<file path="src/rtl/channel_dump.sv">
// rtl/channel_dump.sv - streams one channel's circular capture buffer, oldest sample first
//
// Optional build macro: DUMP_HEADER_EN prefixes each dump with 8'hA5 and {6'b0, chan}.
//
// Ports:
//   clk, rst            rising-edge clock, asynchronous active-high reset
//   dump                start request, sampled only when idle
//   dump_chan           channel select, latched at start
//   trace_end           address of the newest sample, latched at start
//   ram_en, ram_addr    RAM read request (data returns one cycle later)
//   ram_chan            latched channel, selects the RAM bank
//   ram_rdata           RAM read data
//   tx_data, tx_valid   byte stream to the transmitter
//   tx_ready            transmitter accepts on tx_valid & tx_ready
//   busy                high from the start cycle through the dump_fin cycle
//   dump_fin            one-cycle pulse after the last byte is accepted
module channel_dump #(
    parameter int AW = 9,
    parameter int DW = 8
) (
    input  logic          clk,
    input  logic          rst,
    input  logic          dump,
    input  logic [1:0]    dump_chan,
    input  logic [AW-1:0] trace_end,
    output logic          ram_en,
    output logic [AW-1:0] ram_addr,
    output logic [1:0]    ram_chan,
    input  logic [DW-1:0] ram_rdata,
    output logic [DW-1:0] tx_data,
    output logic          tx_valid,
    input  logic          tx_ready,
    output logic          busy,
    output logic          dump_fin
);

    typedef enum logic [2:0] {
        IDLE,
        RD,
        LAT,
        SEND,
        FIN
`ifdef DUMP_HEADER_EN
        ,
        HDR0,
        HDR1
`endif
    } state_t;

    // cnt is one bit wider than the address so a full 2**AW pass is countable.
    localparam logic [AW:0] LAST = {1'b0, {AW{1'b1}}};

    state_t        state, next_state;
    logic [AW-1:0] start;
    logic [AW:0]   cnt;
    logic          hs;

    assign hs = tx_valid & tx_ready;

    always_ff @(posedge clk or posedge rst) begin
        if (rst) begin
            state <= IDLE;
        end else begin
            state <= next_state;
        end
    end

    always_comb begin
        next_state = state;
        case (state)
            IDLE: begin
                if (dump) begin
`ifdef DUMP_HEADER_EN
                    next_state = HDR0;
`else
                    next_state = RD;
`endif
                end
            end
`ifdef DUMP_HEADER_EN
            HDR0: if (hs) next_state = HDR1;
            HDR1: if (hs) next_state = RD;
`endif
            RD:   next_state = LAT;
            LAT:  next_state = SEND;
            SEND: begin
                if (hs) next_state = (cnt == LAST) ? FIN : RD;
            end
            FIN:  next_state = IDLE;
            default: next_state = IDLE;
        endcase
    end

    // Outputs are registered and loaded on the transition into the state
    // that presents them, so ram_en is high exactly during RD and tx_valid
    // is high exactly during SEND (and the header states).
    always_ff @(posedge clk or posedge rst) begin
        if (rst) begin
            ram_en   <= 1'b0;
            ram_addr <= '0;
            ram_chan <= 2'd0;
            tx_data  <= '0;
            tx_valid <= 1'b0;
            busy     <= 1'b0;
            dump_fin <= 1'b0;
            start    <= '0;
            cnt      <= '0;
        end else begin
            case (state)
                IDLE: begin
                    if (dump) begin
                        ram_chan <= dump_chan;
                        start    <= trace_end + AW'(1);
                        cnt      <= '0;
                        busy     <= 1'b1;
`ifdef DUMP_HEADER_EN
                        tx_data  <= DW'(8'hA5);
                        tx_valid <= 1'b1;
`else
                        ram_en   <= 1'b1;
                        ram_addr <= trace_end + AW'(1);
`endif
                    end
                end
`ifdef DUMP_HEADER_EN
                HDR0: begin
                    if (hs) tx_data <= DW'({6'b0, ram_chan});
                end
                HDR1: begin
                    if (hs) begin
                        tx_valid <= 1'b0;
                        ram_en   <= 1'b1;
                        ram_addr <= start;
                    end
                end
`endif
                RD: begin
                    ram_en <= 1'b0;
                end
                LAT: begin
                    tx_data  <= ram_rdata;
                    tx_valid <= 1'b1;
                end
                SEND: begin
                    if (hs) begin
                        tx_valid <= 1'b0;
                        cnt      <= cnt + (AW+1)'(1);
                        if (cnt == LAST) begin
                            dump_fin <= 1'b1;
                        end else begin
                            // Address arithmetic wraps naturally at AW bits.
                            ram_en   <= 1'b1;
                            ram_addr <= start + cnt[AW-1:0] + AW'(1);
                        end
                    end
                end
                FIN: begin
                    dump_fin <= 1'b0;
                    busy     <= 1'b0;
                end
                default: ;
            endcase
        end
    end

endmodule

</file>
<file path="config.mk">
export PLATFORM = sky130hd
export DESIGN_NAME = channel_dump
export DESIGN_NICKNAME = d
export VERILOG_FILES = /design/src/rtl/channel_dump.sv
export SDC_FILE = /design/constraint.sdc
export NUM_CORES = 1
export LEC_CHECK = 0
export BUFFER_PORTS_ARGS = -buffer_cell sky130_fd_sc_hd__buf_2
export CAP_MARGIN = 10
export CORE_MARGIN = 4
export CORE_UTILIZATION = 35
export DETAILED_ROUTE_END_ITERATION = 7
export PLACE_DENSITY = 0.66
export SYNTH_ARGS = -nofsm -noshare
export SYNTH_HDL_FRONTEND = slang
export SYNTH_SLANG_ARGS = --single-unit
</file>
<file path="constraint.sdc">
create_clock -name clk -period 2.4 [get_ports clk]
set_input_delay 0.24 -clock clk [delete_from_list [all_inputs] [get_ports clk]]
set_output_delay 0.24 -clock clk [all_outputs]
set_load 0.02 [all_outputs]
</file>
Word level (Yosys, flattened, before mapping). Index checks and enable logic that the tools add are counted.

Memories kept: 0. RAM bits: 0. Word-level logic and storage cells: 59. Latch bits: 0. Register bits after elaboration: 45. Bits in read-only memories: 0.

Order comparisons: 0. Equality and inequality tests: 9. $mul: 0. Divide/modulo/power cells: 0. Muxes and demuxes: 21. Bitwise logic cells: 1. Reductions and logical operators: 14. $add $sub $neg: 4. Shifts and indexed selects: 0.

Operator list (count): 9-bit 2-to-1 mux (3); 10-bit 2-to-1 mux (2); 10-bit case mux with 2 select lines (1); 9-bit by 1-bit adder with 9-bit output, second input constant (2); 9-bit case mux with 2 select lines (1); 3-bit case mux with 4 select lines (1); 10-bit by 1-bit adder with 10-bit output, second input constant (1); 10-bit by 9-bit equality test with 1-bit output, second input constant (1); 9-bit adder (1); 3-bit 2-to-1 mux (3); 2-bit != test, second input constant (4); 2-bit AND reduction (4); 4-bit AND reduction (2); 2-bit nonzero test (4); 3-bit by 2-bit equality test with 1-bit output, second input constant (2); 1-bit 2-to-1 mux (6); 1-bit case mux with 2 select lines (3); 3-bit AND reduction (2); 3-bit by 1-bit equality test with 1-bit output, second input constant (1); 3-bit equality test, second input constant (1); 3-bit logical NOT (1); 1-bit case mux with 3 select lines (1); 3-bit nonzero test (1); 1-bit AND (1).

Logic depth before layout (Yosys ltp).
Depth in word-level cells: 5. Mapped depth: 8. Mapped depth without buffers: 8.

Worst setup path before layout. Ideal clock, no wire load.

Path type: register -> register. From: reg cnt[0]. To: reg ram_addr[6]. Path buffers: 0. Stages on the path, launching flop included: 9. Setup slack: 0.451 ns. Library setup time: 0.125 ns. Arrival time: 1.825 ns. Cells stage by stage: dfrtp_1 inv_1 ha_1 fa_1 nor2b_1 o31a_1 mux2i_1 a211oi_1 mux2_2.

Cells in the longest elaborated chain, start to end: 5. Elaborated cells on any way between the ends: 8. Classes of those cells: add/sub: 2; eq/ne: 2; mux: 3; reduce/logical: 1.

Ends and longest elaborated chain: start: declaration (RTL line 55) `logic [AW:0] cnt;`; start signal: assignment (RTL line 147) `cnt <= cnt + (AW+1)'(1);`; 9-bit adder (RTL line 153) `ram_addr <= start + cnt[AW-1:0] + AW'(1);`; 9-bit by 1-bit adder with 9-bit output (RTL line 153); 9-bit 2-to-1 mux (RTL line 148) `if (cnt == LAST) begin`; 9-bit 2-to-1 mux (RTL line 145) `if (hs) begin`; 9-bit case mux with 2 select lines (RTL line 109) `case (state)`; end signal: assignment (RTL line 121) `ram_addr <= trace_end + AW'(1);`; end signal: assignment (RTL line 153); end: declaration (RTL line 27) `output logic [AW-1:0] ram_addr,`.

Several ways; a longest one is shown, not always the timed one. The select of a mux whose other input is x is not followed. A chain may end at the register's enable or synchronous reset.

Final worst setup path. Ends and elaborated chain as after synthesis.

==> results.md <==
- Outcome: finished clean
- Syn Nets: 291
- # hold bufs at CTS: 0
- Arrival @ worst endpoint: roughly 2.4 ns
- Row cnt: 30
- Synth top area share: between 40% and 50%
- Diode count: 0
- Critical path peak fanout: 4
- Slew @ Worst Pin: just under 0.6 ns
- Min Tclk post-route: 2.15 ns
- DRT Pass-1 Iters: 4
- Fillers: between 600 and 700
- Reg-to-Reg Start: cnt[0]$_DFFE_PP0P_
- DP Area: roughly 0.0029 sq mm
- Syn Inst Count: between 200 and 300
- Most frequent cells in the layout: 45 x dfrtp_1, 45 x buf_2, 22 x nor2_1, 20 x nand2_1
- Cell area after synthesis: approximately 0.0026 sq mm
- Startpoint types: flop
- Worst R2R Path Depth: 8
- Nets: roughly 340
- M3 GR Usage: under 10%
- Hold_ws: 0.0594 ns
- I/O Buffers: 45
- Clock Pin Slew Worst Setup and Hold Paths: 0.09 ns
- Yosys reg bits: 45
- Die X: 93.5 um
- CTS tree: built
- Sequential area share after synthesis: a little over two fifths
- CP startpoint: cnt[0]$_DFFE_PP0P_
- GRT Residual Overflow: 0
- Headroom to the max-slew limit: just over 60%
- Drt total wl: 5740 um
- Wire per inst: between 10 and 15 um
- Global-route usage over all layers: around 14%
- Area taken by flip-flops and latches: 0.00113 sq mm
- Hold Vio Cnt, Final: 0
- Synth area leader: dfrtp_1
- Critical Path Slowest Stage Cell: fa_1
- Initial Utilization: ~37%
- Maximum vdd drop: roughly 350 uV
- Fraction of registers with async set/reset: 100%
- Vias per inst: approximately 5.0
- Post-CTS Setup Inserts: 0
- Critical Path Max Stage Delay: ~0.4 ns
- FMAX: 465 MHz
- Clock tree buffer depth: 2
- H-tree levels: 2
- Sum Neg Setup Slack: 0 ns
- Placed insts: 394
- CTS root buffer: clkbuf_8
- Final Max Tran Viols: 0
- Post-DP HPWL: 4220 um
- Multi-input gate area: approximately 0.0013 sq mm
- Top area cells in the synthesized netlist: dfrtp_1 44%, mux2_2 5.7%, ha_1 4.9%
- Cts repair resizes: 0
- RSZ-0062 raised after global routing: false
- WP data required: 2.60 ns
- CTS sink count: 45
- Antenna-violating nets left: 0
- Layout Skew: about 0.012 ns
- Pwr/cell area: around 1200 mW/mm^2
- GR Layer Usage met2: between 20% and 30%
- Initial antenna violation count: 0
- DR vias: around 2000
- IO Pins: between 40 and 50
- # setup viols final: 0
- Pin count of the biggest net entering global routing: 46
- # DRC: 0
- Power Total: between 3000 and 4000 uW
- Worst Path Class, Setup: flop to flop
- Top FF cell, synth: dfrtp_1
- Critical-path cell list: inv_1, ha_1, fa_1, nor2b_1, o31a_1, mux2i_1, a211oi_1, mux2_2
- Layout cells sized above 1: 26.1%
- Leak pwr: 0.00133 uW
- Mean post-synth cell area: 9.97 sq um
- Met1 Use GR: between 15 and 20%
- Core area: 0.00694 sq mm
- Post-synth EDFFs: 0
- Fin cells: approximately 400
- Finished Cell Area: 0.00296 sq mm
- Initial DRC Count: 66
- Reg-to-reg setup timing slack: ~0.25 ns
- Synth unique cells: between 50 and 60
- Worst hold-check path type: primary input to async pin
- Area Growth Syn to Fin: 15.7%
- First-pass GRT wire length: between 9000 and 10000 um
- Vias in the first global route: 2057
- Max_cap viols: 0
- Die area: 0.00875 sq mm
- Die H: between 90 and 100 um
- CP endpoint kind: flop
- Most Crowded Layer GR: met2
- Post-route clock period utilization: between 80 and 90%
- Clk_lat worst skew: approximately 0.31 ns
- Cts bufs inserted: 5
- Ys Warns: 0
- Reg-to-reg endpoint: ram_addr[6]$_DFFE_PP0P_
- Routability cong.: slightly above 0.8
-- final cells by class --
cell class                 count  area share, %
sequential                    45           38.0
clock buffer                   5           2.32
multi-input combinational    191           44.4
timing repair buffer          51           9.12
inverter                      11           1.39
clock inverter                 3          0.718
tap                           96           4.05
-- Yosys cell counts (2+ instances only) --
| cell type | count |
|---|---|
| nor4_1 | 3 |
| o31ai_1 | 2 |
| o21ai_0 | 15 |
| a31oi_1 | 3 |
| o21a_1 | 5 |
| nor2b_1 | 2 |
| nand3_1 | 12 |
| a21oi_1 | 15 |
| dfrtp_1 | 45 |
| and3_1 | 3 |
| buf_2 | 4 |
| a22o_1 | 2 |
| xnor2_1 | 10 |
| nand3b_1 | 2 |
| inv_1 | 11 |
| nor3_1 | 6 |
| nor2_1 | 22 |
| buf_6 | 2 |
| or4_1 | 2 |
| xor2_1 | 6 |
| nand4_1 | 7 |
| nor3b_1 | 2 |
| mux2i_1 | 2 |
| ha_1 | 10 |
| clkbuf_1 | 2 |
| nand2b_1 | 3 |
| nand2_1 | 20 |
| a21boi_0 | 2 |
| mux2_2 | 13 |
-- metrics by stage --
step | utilization (%) | worst slack, ns
2_1_floorplan | - | 0.451
3_3_place_gp | 41.4 | 0.334
3_5_place_dp | 41.4 | 0.256
4_1_cts | 42.7 | 0.242
5_1_grt | 42.7 | 0.0692
6_report | 42.7 | 0.248
-- metal layers --
layer | vias to the layer above | share of wire (%)
li1 | 1013 | -
met1 | 973 | 47
met2 | 16 | 49
met3 | 8 | 3.0
met4 | 0 | 1.4
met5 | - | 0
-- registers in the layout (all words and copies together), names as in the netlist --
register,cells
tx_data,8
tx_valid,1
ram_chan,2
ram_addr,9
cnt,10
dump_fin,1
state,3
start,9
busy,1
ram_en,1
-- worst max-delay path by stage --
stage,depth (start not counted),endpoint,slack (ns)
global placement,8,ram_addr[6]$_DFFE_PP0P_,0.33
detailed placement,8,ram_addr[6]$_DFFE_PP0P_,0.26
CTS,8,ram_addr[6]$_DFFE_PP0P_,0.24
finish,8,ram_addr[6]$_DFFE_PP0P_,0.25
floorplan,8,ram_addr[6]$_DFFE_PP0P_,0.45
global route,8,ram_addr[6]$_DFFE_PP0P_,0.07
-- cell families after synthesis --
| group | Yosys count | synth area share (%) |
|---|---|---|
| simple gates | 93 | 19.3 |
| compound gates | 56 | 14.4 |
| flops | 45 | 44.0 |
| buf+inv | 21 | 4.64 |
| xor+xnor | 16 | 5.47 |
| mux | 15 | 6.50 |
| fa+ha+maj | 11 | 5.67 |
-- worst max-delay path: cells and delay by family, from the launching register on --
family	cells	cell delay (ns)
mux	2	0.50
buf+inv	1	0.09
simple gates	1	0.16
flops	1	0.39
compound gates	2	0.29
fa+ha+maj	2	0.61
-- report_power, final --
part           switching (uW)  internal (uW)
clock network             289            207
logic                     977            773
registers                 225           1060
total                    1490           2040
Note: power is estimated with default switching activity, not from simulation.
